$ cat src/rtl/mem_port_arbiter.sv
// Arbitrates one single-port memory between the instruction-fetch and data ports.
// Grants in IDLE only, waits a fixed MEM_LAT cycles, returns data to the owner.
module mem_port_arbiter #(
   parameter int nbit    = 32,
   parameter int MEM_LAT = 2
) (
   input  logic            clk,
   input  logic            reset,
   input  logic            if_req,
   input  logic [nbit-1:0] if_addr,
   output logic            if_gnt,
   output logic            if_rvalid,
   output logic [nbit-1:0] if_rdata,
   input  logic            d_req,
   input  logic            d_we,
   input  logic [nbit-1:0] d_addr,
   input  logic [nbit-1:0] d_wdata,
   output logic            d_gnt,
   output logic            d_rvalid,
   output logic [nbit-1:0] d_rdata,
   output logic            mem_en,
   output logic            mem_we,
   output logic [nbit-1:0] mem_addr,
   output logic [nbit-1:0] mem_wdata,
   input  logic [nbit-1:0] mem_rdata,
   output logic            busy
);

   typedef enum logic {IDLE, BUSY} state_t;

   localparam logic       OWN_IF = 1'b0;
   localparam logic       OWN_D  = 1'b1;
   localparam logic [3:0] LAT_M1 = 4'(MEM_LAT - 1);

   state_t     state_q, state_d;
   logic [3:0] cnt_q, cnt_d;
   logic       owner_q, owner_d;
   logic       we_q, we_d;
   logic       last_q, last_d;
   logic       sel_if, sel_d;
   logic       done;

   // Same-cycle grant; on a tie the port that did not win last time goes first.
   always_comb begin
      sel_if = 1'b0;
      sel_d  = 1'b0;
      if (state_q == IDLE && !reset) begin
         if (if_req && d_req) begin
            if (last_q == OWN_D) sel_if = 1'b1;
            else                 sel_d  = 1'b1;
         end else if (if_req) begin
            sel_if = 1'b1;
         end else if (d_req) begin
            sel_d = 1'b1;
         end
      end
   end

   assign if_gnt    = sel_if;
   assign d_gnt     = sel_d;
   assign mem_en    = sel_if | sel_d;
   assign mem_we    = sel_d & d_we;
   assign mem_addr  = sel_d ? d_addr : (sel_if ? if_addr : '0);
   assign mem_wdata = sel_d ? d_wdata : '0;

   assign done      = (state_q == BUSY) && (cnt_q == 4'd0);
   assign if_rvalid = done && (owner_q == OWN_IF);
   assign d_rvalid  = done && (owner_q == OWN_D);
   assign if_rdata  = if_rvalid ? mem_rdata : '0;
   assign d_rdata   = (d_rvalid && !we_q) ? mem_rdata : '0;
   assign busy      = (state_q == BUSY);

   always_comb begin
      state_d = state_q;
      cnt_d   = cnt_q;
      owner_d = owner_q;
      we_d    = we_q;
      last_d  = last_q;
      if (state_q == IDLE) begin
         if (mem_en) begin
            state_d = BUSY;
            cnt_d   = LAT_M1;
            owner_d = sel_d;
            we_d    = mem_we;
            last_d  = sel_d;
         end
      end else begin
         if (cnt_q == 4'd0) state_d = IDLE;
         else               cnt_d   = cnt_q - 4'd1;
      end
   end

   always_ff @(posedge clk or posedge reset) begin
      if (reset) begin
         state_q <= IDLE;
         cnt_q   <= 4'd0;
         owner_q <= OWN_IF;
         we_q    <= 1'b0;
         last_q  <= OWN_D;
      end else begin
         state_q <= state_d;
         cnt_q   <= cnt_d;
         owner_q <= owner_d;
         we_q    <= we_d;
         last_q  <= last_d;
      end
   end

endmodule
$ cat config.mk
export PLATFORM = sky130hd
export DESIGN_NAME = mem_port_arbiter
export DESIGN_NICKNAME = d
export VERILOG_FILES = /design/src/rtl/mem_port_arbiter.sv
export SDC_FILE = /design/constraint.sdc
export NUM_CORES = 1
export LEC_CHECK = 0
export CAP_MARGIN = 30
export CORE_AREA = 4 4 103 105
export CTS_CLUSTER_DIAMETER = 100
export DETAILED_ROUTE_END_ITERATION = 7
export DIE_AREA = 0 0 107 109
export GPL_TIMING_DRIVEN = 0
export PLACE_DENSITY_LB_ADDON = 0.15
export SYNTH_ARGS = -nofsm -noshare
export SYNTH_HDL_FRONTEND = slang
export SYNTH_SLANG_ARGS = --single-unit
$ cat constraint.sdc
create_clock -name clk -period 4.2 [get_ports clk]
set_input_delay 1.05 -clock clk [delete_from_list [all_inputs] [get_ports clk]]
set_output_delay 1.05 -clock clk [all_outputs]
set_load 0.02 [all_outputs]
Word level (Yosys, flattened, before mapping)
Index checks and enable logic that the tools add are counted.
{ "classes": {"n_addsub": 1, "eq_ne": 1, "n_mux": 20, "bitwise_logic": 4, "n_reduce_logical": 12} }
{ "op_table": {"columns": ["operator", "n"], "rows": [
  ["$mux W32", 5],
  ["$mux W1", 12],
  ["$mux W4", 3],
  ["$logic_and A1 B1 Y1", 6],
  ["$logic_not A4 Y1", 1],
  ["$reduce_and A2 Y1", 2],
  ["$sub A4 B1 Y4 const B", 1],
  ["$logic_not A1 Y1", 2],
  ["$ne A2 B2 Y1 const B", 1],
  ["$not A1 Y1", 2],
  ["$reduce_bool A2 Y1", 1],
  ["$and A1 B1 Y1", 1],
  ["$or A1 B1 Y1", 1]
]} }
{ "totals": {"reg_bits": 8, "input_bits": 133} }

Logic depth before layout (Yosys ltp)
Gate-level depths: netlist (run 1).
{ "logic_depth": {"ltp_word": 7, "depth_mapped": 6, "ltp_nobuf": 5} }

Least setup slack after synthesis (run 1)
Ideal clock, no wire load.
{ "synth_path": {"kind": "input-to-output", "start": "input reset", "end": "output mem_addr[22]", "t_arrival_ps": 1890, "slack_ps": 1260, "cell_stages": 5, "path_buffers": 2, "cell_sequence": "nor2_2 > and3_1 > buf_2 > buf_4 > a22o_1"} }
{ "synth_between": {"elab_chain_cells": 5, "word_cells_on_any_way": 6, "cone_classes": "4 x mux; 2 x reduce/logical"} }
{ "synth_rtl": {"columns": ["element", "line", "rtl"], "rows": [
  ["start: declaration", "8", "input logic reset,"],
  ["$logic_not A1 Y1 (no source line)", null, null],
  ["$logic_and A1 B1 Y1", "47", "if (state_q == IDLE && !reset) begin"],
  ["$mux W1", "47", null],
  ["named net if_gnt", "11", "output logic if_gnt,"],
  ["$mux W32 (2 in series)", "63", "assign mem_addr = sel_d ? d_addr : (sel_if ? if_addr : '0);"],
  ["end: declaration", "23", "output logic [nbit-1:0] mem_addr,"]
]} }
The timed path passes the listed nets, and every way through them passes these cells.

Final worst setup path (run 1)
{ "layout_path": {"start": "input reset", "end": "output mem_wdata[26]"} }
{ "layout_between": {"elab_chain_cells": 4} }
{ "layout_rtl": {"columns": ["element", "line", "rtl"], "rows": [
  ["$logic_not A1 Y1 (no source line)", null, null],
  ["$logic_and A1 B1 Y1", "47", null],
  ["$mux W1", "47", null],
  ["$mux W32", "64", "assign mem_wdata = sel_d ? d_wdata : '0;"],
  ["end: declaration", "24", "output logic [nbit-1:0] mem_wdata,"]
]} }
Every way passes these cells.

==> impl_metrics.xml, run 1 <==
<?xml version="1.0" encoding="UTF-8"?>
<metrics>
  <group name="outcome">
    <metric name="run_status" unit="">complete, no violations</metric>
  </group>
  <group name="job">
    <metric name="max-cap-violations" unit="">0</metric>
  </group>
  <group name="cts">
    <metric name="ctsRootBufferMaster" unit="">clkbuf_8</metric>
    <metric name="cts_made_buffers" unit="">3</metric>
    <metric name="htreeDepth" unit="">1</metric>
    <metric name="clk_transition_reported_paths" unit="ps">40</metric>
    <metric name="cts_buffer_depth" unit="">2</metric>
    <metric name="clock_insertion_delay_worst_skew" unit="ps">230</metric>
    <metric name="cts_tree" unit="">built</metric>
    <metric name="clock_sinks" unit="">8</metric>
  </group>
  <group name="drt">
    <metric name="via_per_inst" unit="">3.99</metric>
    <metric name="via_count" unit="">2375</metric>
    <metric name="post_drt_wl_per_cell" unit="um">16.1</metric>
    <metric name="number_of_design_rule_violations_left_after_detail_routing" unit="">0</metric>
    <metric name="detail_route.iter0.violations" unit="">63</metric>
    <metric name="routed_wl" unit="um">9600</metric>
    <metric name="number_of_nets_still_failing_antenna_checks_after_routing" unit="">0</metric>
    <metric name="detailedRoute.firstPassIterationCount" unit="">4</metric>
  </group>
  <group name="worst_hold_path">
    <metric name="hold_path_class" unit="">reg2reg</metric>
    <metric name="worstHoldStart" unit="">cnt_q[0]</metric>
    <metric name="min_delay_worst_endpoint" unit="">cnt_q[0]</metric>
    <metric name="min_delay_path_depth" unit="">1</metric>
  </group>
  <group name="cells_and_area">
    <metric name="nFillCells" unit="">1010</metric>
    <metric name="area_growth" unit="%">200</metric>
    <metric name="fin_nets" unit="">597</metric>
    <metric name="drive_gt1_share" unit="%">7.36</metric>
    <metric name="antennaDiodeCount" unit="">0</metric>
    <metric name="seq_area" unit="um2">201</metric>
    <metric name="final_cell_count_no_fill" unit="">595</metric>
    <metric name="multiInputGateArea" unit="mm2">0.00110</metric>
  </group>
  <group name="worst_setup_path">
    <metric name="reg2reg_depth" unit="">5</metric>
    <metric name="cp_num_cells" unit="">8</metric>
    <metric name="setup.worst_path.end_class" unit="">output port</metric>
    <metric name="crit_slowest_cell" unit="">clkdlybuf4s50_1</metric>
    <metric name="worst-setup-path-type" unit="">in2out</metric>
    <metric name="critical_path.reg2reg.endpoint" unit="">cnt_q[1]</metric>
    <metric name="crit_arrival" unit="ps">2990</metric>
    <metric name="crit_path_start_kind" unit="">primary input</metric>
    <metric name="largest_incremental_delay_on_the_critical_path" unit="ps">620</metric>
    <metric name="worst-path-max-fanout" unit="">10</metric>
    <metric name="critical_path_buf_inv_count" unit="">5</metric>
    <metric name="critical_path_required" unit="ps">3150</metric>
    <metric name="worst-r2r-setup-slack" unit="ps">2510</metric>
    <metric name="r2r-start" unit="">cnt_q[1]</metric>
    <metric name="path_cells" unit="">clkdlybuf4s50_1 &gt; nor2_4 &gt; and3_1 &gt; buf_6 &gt; buf_8 &gt; buf_8 &gt; and2_4 &gt; clkdlybuf4s50_1</metric>
    <metric name="cpLargestDelayFamily" unit="">buffers and inverters</metric>
  </group>
  <group name="yosys">
    <metric name="synth.distinct_cells" unit="">28</metric>
    <metric name="syn-num-nets" unit="">325</metric>
    <metric name="synth.top_cells.by_area" unit="">and2_1 (39%), a22o_1 (20%), dfrtp_1 (12%)</metric>
    <metric name="fraction_of_synthesis_flops_using_an_asynchronous_set_or_reset_pin" unit="%">100</metric>
    <metric name="cell_count_after_synthesis" unit="">191</metric>
    <metric name="ys_seq_elements" unit="">8</metric>
    <metric name="synth_simple_gate_area_share" unit="%">50.0</metric>
    <metric name="leading_register_cell_type_out_of_synthesis" unit="">dfrtp_1</metric>
    <metric name="synthesis.area_per_instance" unit="um2">7.61</metric>
    <metric name="synth_sequential_area_ratio" unit="%">13.9</metric>
    <metric name="synth-compound-area-share" unit="%">22.5</metric>
    <metric name="synthAdderAreaFrac" unit="%">0.861</metric>
    <metric name="synth_most_common_cell" unit="">and2_1</metric>
    <metric name="synth_top_cell_area_share" unit="%">38.7</metric>
    <metric name="count_of_warnings_emitted_by_yosys" unit="">0</metric>
    <metric name="ys_top_cells_by_count" unit="">and2_1 (90), a22o_1 (33)</metric>
    <metric name="fraction_of_synthesized_area_in_multiplexers" unit="%">2.15</metric>
    <metric name="netlist.top_cell.by_area" unit="">and2_1</metric>
    <metric name="combinational_family_with_the_most_area_after_synthesis" unit="">simple AND/OR/NAND/NOR gates</metric>
    <metric name="post_synth_xor_area_fraction" unit="%">0</metric>
    <metric name="synth_enable_flop_cells" unit="">0</metric>
    <metric name="syn_area" unit="mm2">0.00145</metric>
  </group>
  <group name="global_routing">
    <metric name="grt_pass1_vias" unit="">2400</metric>
    <metric name="globalRoute.totalOverflow" unit="">0</metric>
    <metric name="track_usage" unit="%">14.4</metric>
    <metric name="grt_antenna_before_repair" unit="">0</metric>
    <metric name="pin_count_of_the_biggest_net_entering_global_routing" unit="">11</metric>
    <metric name="grt_first_pass_wirelength" unit="um">13000</metric>
  </group>
  <group name="floorplan">
    <metric name="die_w" unit="um">107</metric>
    <metric name="die_y" unit="um">109</metric>
    <metric name="io_pins" unit="">268</metric>
    <metric name="initial_standard_cell_utilization_of_the_core" unit="%">15.1</metric>
    <metric name="fp.coreArea" unit="mm2">0.00964</metric>
    <metric name="rows" unit="">36</metric>
    <metric name="die-area" unit="mm2">0.0117</metric>
  </group>
  <group name="timing">
    <metric name="fmax" unit="MHz">247</metric>
    <metric name="endpoints_failing_setup" unit="">0</metric>
    <metric name="max-slew-margin-rel" unit="%">65.6</metric>
    <metric name="hold_violations_final" unit="">0</metric>
    <metric name="layout_min_cycle_time" unit="ps">4040</metric>
    <metric name="worst_pin_slew" unit="ps">512</metric>
    <metric name="final_cycle_utilization_of_the_critical_path" unit="%">96.2</metric>
    <metric name="finClkSkew" unit="ps">7.06</metric>
    <metric name="maxSlewViolCount" unit="">0</metric>
    <metric name="fin_setup_tns" unit="ps">0</metric>
    <metric name="rsz0062_at_grt" unit="">false</metric>
  </group>
  <group name="pwr">
    <metric name="final_total_pwr" unit="mW">1.25</metric>
    <metric name="intPower" unit="uW">716</metric>
    <metric name="fraction_of_power_consumed_by_combinational_cells" unit="%">79.9</metric>
    <metric name="power.net_switching" unit="uW">535</metric>
    <metric name="power_density" unit="mW/mm2">287</metric>
    <metric name="ir_drop" unit="V">0.000132</metric>
    <metric name="p_leak" unit="nW">1.85</metric>
    <metric name="share_seq_of_total_power" unit="%">12.3</metric>
    <metric name="switching_share" unit="%">42.8</metric>
    <metric name="clock_power_share" unit="%">7.7</metric>
  </group>
  <group name="placement">
    <metric name="placed_cells" unit="">591</metric>
    <metric name="portBuffers" unit="">267</metric>
    <metric name="hpwl_after_detailed_placement" unit="um">8640</metric>
    <metric name="place.gp.congestion" unit="">0.774</metric>
  </group>
</metrics>
cells in the final DEF, fill, tap and decap left out, types with 2 or more instances in the layout:
master and n:
mux2i_1 2, buf_6 2, buf_4 2, nand2_1 5, dfrtp_1 7, dlymetal6s2s_1 7
a22o_1 33, and2_1 90, inv_1 7, a21oi_1 2, and3_1 2, clkbuf_8 3
a21o_1 2, clkdlybuf4s50_1 260, clkbuf_2 7, nor2_1 3, and2_4 7, buf_8 2
buf_2 4
final cells by class:
class | instances | area share (%)
plain buffers | 18 | 2.98
clock buffers | 4 | 1.03
inverters | 7 | 0.602
multi-input cells | 158 | 25.3
flip-flops and latches | 8 | 4.62
well taps | 133 | 3.81
repair buffers | 267 | 61.7
worst max path at each step:
stage	from	end	slack, ps
floorplan	reset	mem_addr[22]	1260
CTS	reset	mem_addr[8]	70
global placement	reset	mem_addr[8]	110
finish	reset	mem_wdata[26]	160
detailed placement	reset	mem_addr[14]	80
global route	reset	mem_addr[3]	30
routing by layer:
metal / vias to the layer above / track usage [%] / routed length (um)
li1: 1184 / - / -
met1: 1010 / 14.8 / 3460
met2: 169 / 27.4 / 4910
met3: 12 / 5.03 / 1040
met4: 0 / 3.93 / 189
met5: - / 0 / 0
cell families (layout without fill, tap and decap cells):
family / Yosys count / after routing
buf+inv: 25 / 296
compound gates: 39 / 39
fa+ha+maj: 1 / 1
simple gates: 115 / 115
flops: 8 / 8
mux: 3 / 3
metrics by stage:
step	hold slack, ps	worst slack (ps)	util, %	area [um2]
global route	539	28.5	45.3	4360
finish	513	158	45.3	4360
global placement	506	108	44.5	4290
floorplan	469	1260	-	1450
CTS	522	69.0	45.0	4340
detailed placement	509	78.2	44.5	4290
what timing repair did:
action / in CTS / in global routing
setup buffers: 0 / 0
hold buffers: 0 / 0
endpoints found under the setup margin: 0 / 19
resized for setup: 0 / 9
state kept, by name, indices dropped and copies added, names as in the netlist:
name	cells
cnt_q	4
we_q	1
busy	1
last_q	1
owner_q	1
power groups by stage:
stage / Combinational [mW] / Clock (mW) / Sequential (mW)
after floorplan: 0.503 / 0 / 0.150
after global routing: 1.07 / 0.105 / 0.160
after CTS: 1.02 / 0.0996 / 0.153
after detailed placement: 1.01 / 0 / 0.152
final: 1.00 / 0.0968 / 0.154
after global placement: 1.01 / 0 / 0.151
Power figures use the tool's default switching activity.
==> run 2: changes to the inputs <==
CORE_AREA = 3 3 102 104   (was 4 4 103 105)
DIE_AREA = 0 0 105 107   (was 0 0 107 109)
==> run 2 against run 1 <==
  * Hold slack got worse by 1.6 ps
  * Global-route usage rose by 0.66 points
  * Combinational power about the same
  * Via count down 0.38%
  * Core utilization is 0.052 points lower
  * Largest power group unchanged
  * Register-to-register slack barely moved
  * Clock skew down 4.9 ps
  * Sequential power hardly changed
==> impl_metrics.xml, run 2 (synthesized netlist as in run 1, its figures left out) <==
<?xml version="1.0" encoding="UTF-8"?>
<metrics>
  <group name="global_routing">
    <metric name="grt_first_pass_wirelength" unit="um">13300</metric>
    <metric name="pin_count_of_the_biggest_net_entering_global_routing" unit="">11</metric>
    <metric name="grt_pass1_vias" unit="">2358</metric>
    <metric name="globalRoute.totalOverflow" unit="">0</metric>
    <metric name="track_usage" unit="%">15.0</metric>
    <metric name="grt_antenna_before_repair" unit="">0</metric>
  </group>
  <group name="timing">
    <metric name="rsz0062_at_grt" unit="">false</metric>
    <metric name="final_cycle_utilization_of_the_critical_path" unit="%">96.1</metric>
    <metric name="worst_pin_slew" unit="ps">492</metric>
    <metric name="max-slew-margin-rel" unit="%">66.9</metric>
    <metric name="fmax" unit="MHz">248</metric>
    <metric name="maxSlewViolCount" unit="">0</metric>
    <metric name="fin_setup_tns" unit="ps">0</metric>
    <metric name="final_critical_path_setup_slack" unit="ps">163</metric>
    <metric name="finClkSkew" unit="ps">2.19</metric>
    <metric name="layout_min_cycle_time" unit="ps">4040</metric>
    <metric name="hold_violations_final" unit="">0</metric>
    <metric name="endpoints_failing_setup" unit="">0</metric>
  </group>
  <group name="floorplan">
    <metric name="fp.coreArea" unit="mm2">0.00964</metric>
    <metric name="die_w" unit="um">105</metric>
    <metric name="die-area" unit="mm2">0.0112</metric>
    <metric name="io_pins" unit="">268</metric>
    <metric name="rows" unit="">36</metric>
    <metric name="die_y" unit="um">107</metric>
    <metric name="initial_standard_cell_utilization_of_the_core" unit="%">15.1</metric>
  </group>
  <group name="drt">
    <metric name="post_drt_wl_per_cell" unit="um">15.7</metric>
    <metric name="detailedRoute.firstPassIterationCount" unit="">4</metric>
    <metric name="detail_route.iter0.violations" unit="">71</metric>
    <metric name="number_of_design_rule_violations_left_after_detail_routing" unit="">0</metric>
    <metric name="via_count" unit="">2366</metric>
    <metric name="via_per_inst" unit="">3.98</metric>
    <metric name="routed_wl" unit="um">9350</metric>
    <metric name="number_of_nets_still_failing_antenna_checks_after_routing" unit="">0</metric>
  </group>
  <group name="cts">
    <metric name="htreeDepth" unit="">1</metric>
    <metric name="hold_buffers" unit="">0</metric>
    <metric name="cts_made_buffers" unit="">3</metric>
    <metric name="clock_insertion_delay_worst_skew" unit="ps">230</metric>
    <metric name="cts.repair_timing.setup_buffer_count" unit="">0</metric>
    <metric name="cts_buffer_depth" unit="">2</metric>
    <metric name="clock_sinks" unit="">8</metric>
    <metric name="cts_tree" unit="">built</metric>
    <metric name="ctsRootBufferMaster" unit="">clkbuf_8</metric>
    <metric name="clk_transition_reported_paths" unit="ps">40</metric>
  </group>
  <group name="worst_setup_path">
    <metric name="critical_path_required" unit="ps">3150</metric>
    <metric name="worst-path-max-fanout" unit="">10</metric>
    <metric name="worst-setup-path-type" unit="">in2out</metric>
    <metric name="setup.worst_path.end_class" unit="">output port</metric>
    <metric name="crit_path_start_kind" unit="">primary input</metric>
    <metric name="crit_arrival" unit="ps">2990</metric>
  </group>
  <group name="outcome">
    <metric name="run_status" unit="">complete, no violations</metric>
  </group>
  <group name="pwr">
    <metric name="ir_drop" unit="V">0.000130</metric>
    <metric name="intPower" unit="uW">716</metric>
    <metric name="power_density" unit="mW/mm2">286</metric>
    <metric name="share_seq_of_total_power" unit="%">12.3</metric>
    <metric name="clock_power_share" unit="%">7.7</metric>
    <metric name="switching_share" unit="%">42.5</metric>
    <metric name="fraction_of_power_consumed_by_combinational_cells" unit="%">80.0</metric>
    <metric name="p_leak" unit="nW">1.82</metric>
    <metric name="power.net_switching" unit="uW">530</metric>
  </group>
  <group name="cells_and_area">
    <metric name="layout.cells.most_common" unit="">clkdlybuf4s50_1</metric>
    <metric name="drive_gt1_share" unit="%">7.36</metric>
    <metric name="largest_register_ff_count" unit="">4</metric>
    <metric name="area_growth" unit="%">200</metric>
    <metric name="regMostFlops" unit="">cnt_q</metric>
    <metric name="final_cell_mix" unit="">clkdlybuf4s50_1 (262), and2_1 (90), a22o_1 (33)</metric>
    <metric name="fin_nets" unit="">597</metric>
    <metric name="final_cell_count_no_fill" unit="">595</metric>
    <metric name="antennaDiodeCount" unit="">0</metric>
  </group>
  <group name="worst_hold_path">
    <metric name="hold_path_class" unit="">reg2reg</metric>
  </group>
  <group name="placement">
    <metric name="place.gp.congestion" unit="">0.804</metric>
    <metric name="dpl_ws" unit="ps">84.8</metric>
    <metric name="portBuffers" unit="">267</metric>
    <metric name="placed_cells" unit="">591</metric>
    <metric name="hpwl_after_detailed_placement" unit="um">8550</metric>
  </group>
  <group name="job">
    <metric name="max-cap-violations" unit="">0</metric>
  </group>
</metrics>
[run 2: per-stage QoR]
step                hold slack (ps)  total power, mW  util, %  area (um2)
floorplan                       469            0.653        -        1450
global placement                504             1.16     44.5        4290
detailed placement              508             1.16     44.5        4290
CTS                             514             1.26     45.0        4340
global route                    534             1.33     45.2        4360
finish                          512             1.25     45.2        4360
[run 2: timing repair]
action                                 CTS  global route
setup endpoints to repair                0            19
resized for setup                        0             7
endpoints found under the hold margin    0             0
[run 2: power groups by stage]
stage	registers [mW]	clock network (mW)	logic [mW]
final	0.153	0.0959	0.997
after CTS	0.153	0.101	1.01
after global placement	0.151	0	1.00
after global routing	0.159	0.105	1.06
after detailed placement	0.153	0	1.01
after floorplan	0.150	0	0.503
[run 2: worst paths after layout]
| kind | from | endpoint | slack (ps) | cells after the start |
|---|---|---|---|---|
| min in group asynchronous | reset | cnt_q[0] | 1160 | 2 |
| hold reg to reg | cnt_q[0] | cnt_q[0] | 510 | 1 |
| hold / removal | cnt_q[0] | cnt_q[0] | 510 | 1 |
| setup reg to reg | cnt_q[0] | cnt_q[1] | 2500 | 5 |
| setup / recovery | reset | mem_addr[8] | 160 | 7 |
| max in group asynchronous | reset | last_q | 2750 | 2 |
[run 2: per-layer routing]
metal / vias to the layer above / global-route usage [%] / routed length [um]
met5: - / 0 / 0
met4: 0 / 2.44 / 19
met3: 2 / 4.58 / 891
met2: 149 / 29.1 / 5000
met1: 1029 / 16.1 / 3440
li1: 1186 / - / -
[run 2: cell type report]
cell class	count	area (um2)
fillers	977	5280
inverters	7	26.3
plain buffers	18	130
clock buffers	4	45.0
repair buffers	267	2690
flip-flops and latches	8	201
well taps	133	166
multi-input cells	158	1100
[run 2: worst max-delay path, stage by stage]
cell and delay [ps]:
clkdlybuf4s50_1 450, nor2_4 140, and3_1 160, buf_2 170, buf_2 230, a22o_1 160, clkdlybuf4s50_1 620
==> run 3: changes to the inputs <==
CTS_BUF_LIST = sky130_fd_sc_hd__clkbuf_8   (was default)
==> run 3 against run 2 <==
  * Sequential cell count is the same
  * Routed wire length down 0.14%
  * Non-clock buffer count did not move
  * Clock power decreased by 2%
  * Combinational power hardly changed
  * Largest cell class unchanged
  * Largest power group unchanged
  * Highest routed layer unchanged
==> impl_metrics.xml, run 3 (synthesized netlist as in run 1, its figures left out) <==
<?xml version="1.0" encoding="UTF-8"?>
<metrics>
  <group name="drt">
    <metric name="detail_route.iter0.violations" unit="">71</metric>
    <metric name="detailedRoute.firstPassIterationCount" unit="">4</metric>
    <metric name="via_per_inst" unit="">3.98</metric>
    <metric name="number_of_design_rule_violations_left_after_detail_routing" unit="">0</metric>
    <metric name="via_count" unit="">2371</metric>
    <metric name="number_of_nets_still_failing_antenna_checks_after_routing" unit="">0</metric>
    <metric name="routed_wl" unit="um">9340</metric>
    <metric name="post_drt_wl_per_cell" unit="um">15.7</metric>
  </group>
  <group name="pwr">
    <metric name="p_leak" unit="nW">1.82</metric>
    <metric name="power_density" unit="mW/mm2">285</metric>
    <metric name="final_total_pwr" unit="mW">1.24</metric>
    <metric name="ir_drop" unit="V">0.000130</metric>
  </group>
  <group name="cts">
    <metric name="clk_transition_reported_paths" unit="ps">40</metric>
    <metric name="cts_tree" unit="">built</metric>
    <metric name="ctsRootBufferMaster" unit="">clkbuf_8</metric>
    <metric name="cts_made_buffers" unit="">3</metric>
    <metric name="clock_sinks" unit="">8</metric>
    <metric name="htreeDepth" unit="">1</metric>
    <metric name="cts.repair_timing.setup_buffer_count" unit="">0</metric>
    <metric name="clock_insertion_delay_worst_skew" unit="ps">230</metric>
    <metric name="cts_buffer_depth" unit="">2</metric>
    <metric name="hold_buffers" unit="">0</metric>
  </group>
  <group name="worst_setup_path">
    <metric name="cpLargestDelayFamily" unit="">buffers and inverters</metric>
    <metric name="crit_path_start_kind" unit="">primary input</metric>
    <metric name="worst-setup-path-type" unit="">in2out</metric>
    <metric name="largest_incremental_delay_on_the_critical_path" unit="ps">620</metric>
    <metric name="setup.worst_path.end_class" unit="">output port</metric>
    <metric name="critical_path_required" unit="ps">3150</metric>
    <metric name="worst-path-max-fanout" unit="">10</metric>
    <metric name="crit_slowest_cell" unit="">clkdlybuf4s50_1</metric>
    <metric name="path_cells" unit="">clkdlybuf4s50_1 &gt; nor2_4 &gt; and3_1 &gt; buf_2 &gt; buf_2 &gt; a22o_1 &gt; clkdlybuf4s50_1</metric>
    <metric name="crit_arrival" unit="ps">2970</metric>
    <metric name="critical_path_buf_inv_count" unit="">4</metric>
  </group>
  <group name="timing">
    <metric name="worst_pin_slew" unit="ps">503</metric>
    <metric name="maxSlewViolCount" unit="">0</metric>
    <metric name="fmax" unit="MHz">248</metric>
    <metric name="finClkSkew" unit="ps">2.65</metric>
    <metric name="max-slew-margin-rel" unit="%">66.2</metric>
    <metric name="final_cycle_utilization_of_the_critical_path" unit="%">95.8</metric>
    <metric name="final_critical_path_setup_slack" unit="ps">175</metric>
    <metric name="endpoints_failing_setup" unit="">0</metric>
    <metric name="rsz0062_at_grt" unit="">false</metric>
    <metric name="fin_setup_tns" unit="ps">0</metric>
    <metric name="hold_violations_final" unit="">0</metric>
    <metric name="layout_min_cycle_time" unit="ps">4020</metric>
  </group>
  <group name="global_routing">
    <metric name="grt.met3_usage" unit="%">4.58</metric>
    <metric name="grt_pass1_vias" unit="">2358</metric>
    <metric name="grt_first_pass_wirelength" unit="um">13300</metric>
    <metric name="global_route_hottest_layer" unit="">met2</metric>
    <metric name="met2_usage" unit="%">29.1</metric>
    <metric name="globalRoute.totalOverflow" unit="">0</metric>
    <metric name="track_usage" unit="%">15.0</metric>
    <metric name="grt_antenna_before_repair" unit="">0</metric>
    <metric name="pin_count_of_the_biggest_net_entering_global_routing" unit="">11</metric>
    <metric name="global_route.usage.met1" unit="%">16.1</metric>
  </group>
  <group name="floorplan">
    <metric name="die_y" unit="um">107</metric>
    <metric name="fp.coreArea" unit="mm2">0.00964</metric>
    <metric name="die_w" unit="um">105</metric>
    <metric name="die-area" unit="mm2">0.0112</metric>
    <metric name="initial_standard_cell_utilization_of_the_core" unit="%">15.1</metric>
    <metric name="rows" unit="">36</metric>
    <metric name="io_pins" unit="">268</metric>
  </group>
  <group name="job">
    <metric name="max-cap-violations" unit="">0</metric>
  </group>
  <group name="cells_and_area">
    <metric name="antennaDiodeCount" unit="">0</metric>
    <metric name="largest_register_ff_count" unit="">4</metric>
    <metric name="fin_nets" unit="">597</metric>
    <metric name="drive_gt1_share" unit="%">7.36</metric>
    <metric name="regMostFlops" unit="">cnt_q</metric>
    <metric name="layout.cells.most_common" unit="">clkdlybuf4s50_1</metric>
    <metric name="final_core_util" unit="%">45.2</metric>
    <metric name="final_cell_mix" unit="">clkdlybuf4s50_1 (262), and2_1 (90), a22o_1 (33), inv_1 (8)</metric>
    <metric name="area_growth" unit="%">200</metric>
  </group>
  <group name="worst_hold_path">
    <metric name="hold_path_class" unit="">reg2reg</metric>
  </group>
  <group name="placement">
    <metric name="hpwl_after_detailed_placement" unit="um">8550</metric>
    <metric name="dpl_ws" unit="ps">84.8</metric>
    <metric name="place.gp.congestion" unit="">0.804</metric>
    <metric name="portBuffers" unit="">267</metric>
  </group>
  <group name="outcome">
    <metric name="run_status" unit="">complete, no violations</metric>
  </group>
</metrics>
## run 3: cell types whose count changed in the layout (fill, tap and decap cells not counted), sizes merged
cell and delta:
clkbuf -1, inv +1
## run 3: per-stage QoR
| stage | std cells | hold slack, ps | instance area, um2 |
|---|---|---|---|
| floorplan | 191 | 469 | 1450 |
| global placement | 591 | 504 | 4290 |
| detailed placement | 591 | 508 | 4290 |
| CTS | 595 | 514 | 4340 |
| global route | 595 | 534 | 4360 |
| finish | 595 | 512 | 4360 |
## run 3: repair_timing
| action | in CTS | in global routing |
|---|---|---|
| endpoints found under the setup margin | 0 | 19 |
| resized for setup | 0 | 7 |
| hold endpoints to repair | 0 | 0 |
## run 3: cell type report
| class | count | area, um2 |
|---|---|---|
| inverters | 7 | 26.3 |
| clock inverters | 1 | 3.75 |
| multi-input cells | 158 | 1100 |
| well taps | 133 | 166 |
| fillers | 977 | 5280 |
| flip-flops and latches | 8 | 201 |
| repair buffers | 267 | 2690 |
| plain buffers | 18 | 130 |
| clock buffers | 3 | 41.3 |
## run 3: final timing paths
| kind | slack [ps] | startpoint | to | cells after the start |
|---|---|---|---|---|
| max | 180 | reset | mem_addr[8] | 7 |
| min | 510 | cnt_q[0] | cnt_q[0] | 1 |
| max reg2reg | 2490 | cnt_q[0] | cnt_q[1] | 5 |
| min reg2reg | 510 | cnt_q[0] | cnt_q[0] | 1 |
| max in group asynchronous | 2750 | reset | last_q | 2 |
| min in group asynchronous | 1160 | reset | cnt_q[0] | 2 |
## run 3: routing by layer
metal / vias to the layer above / share of wire, %
li1: 1186 / -
met1: 1030 / 36
met2: 153 / 54
met3: 2 / 9.7
met4: 0 / 0.21
met5: - / 0
## run 3: power by group
group	internal (mW)	switching (mW)
Clock	0.0633	0.0306
Sequential	0.117	0.0366
Combinational	0.534	0.463
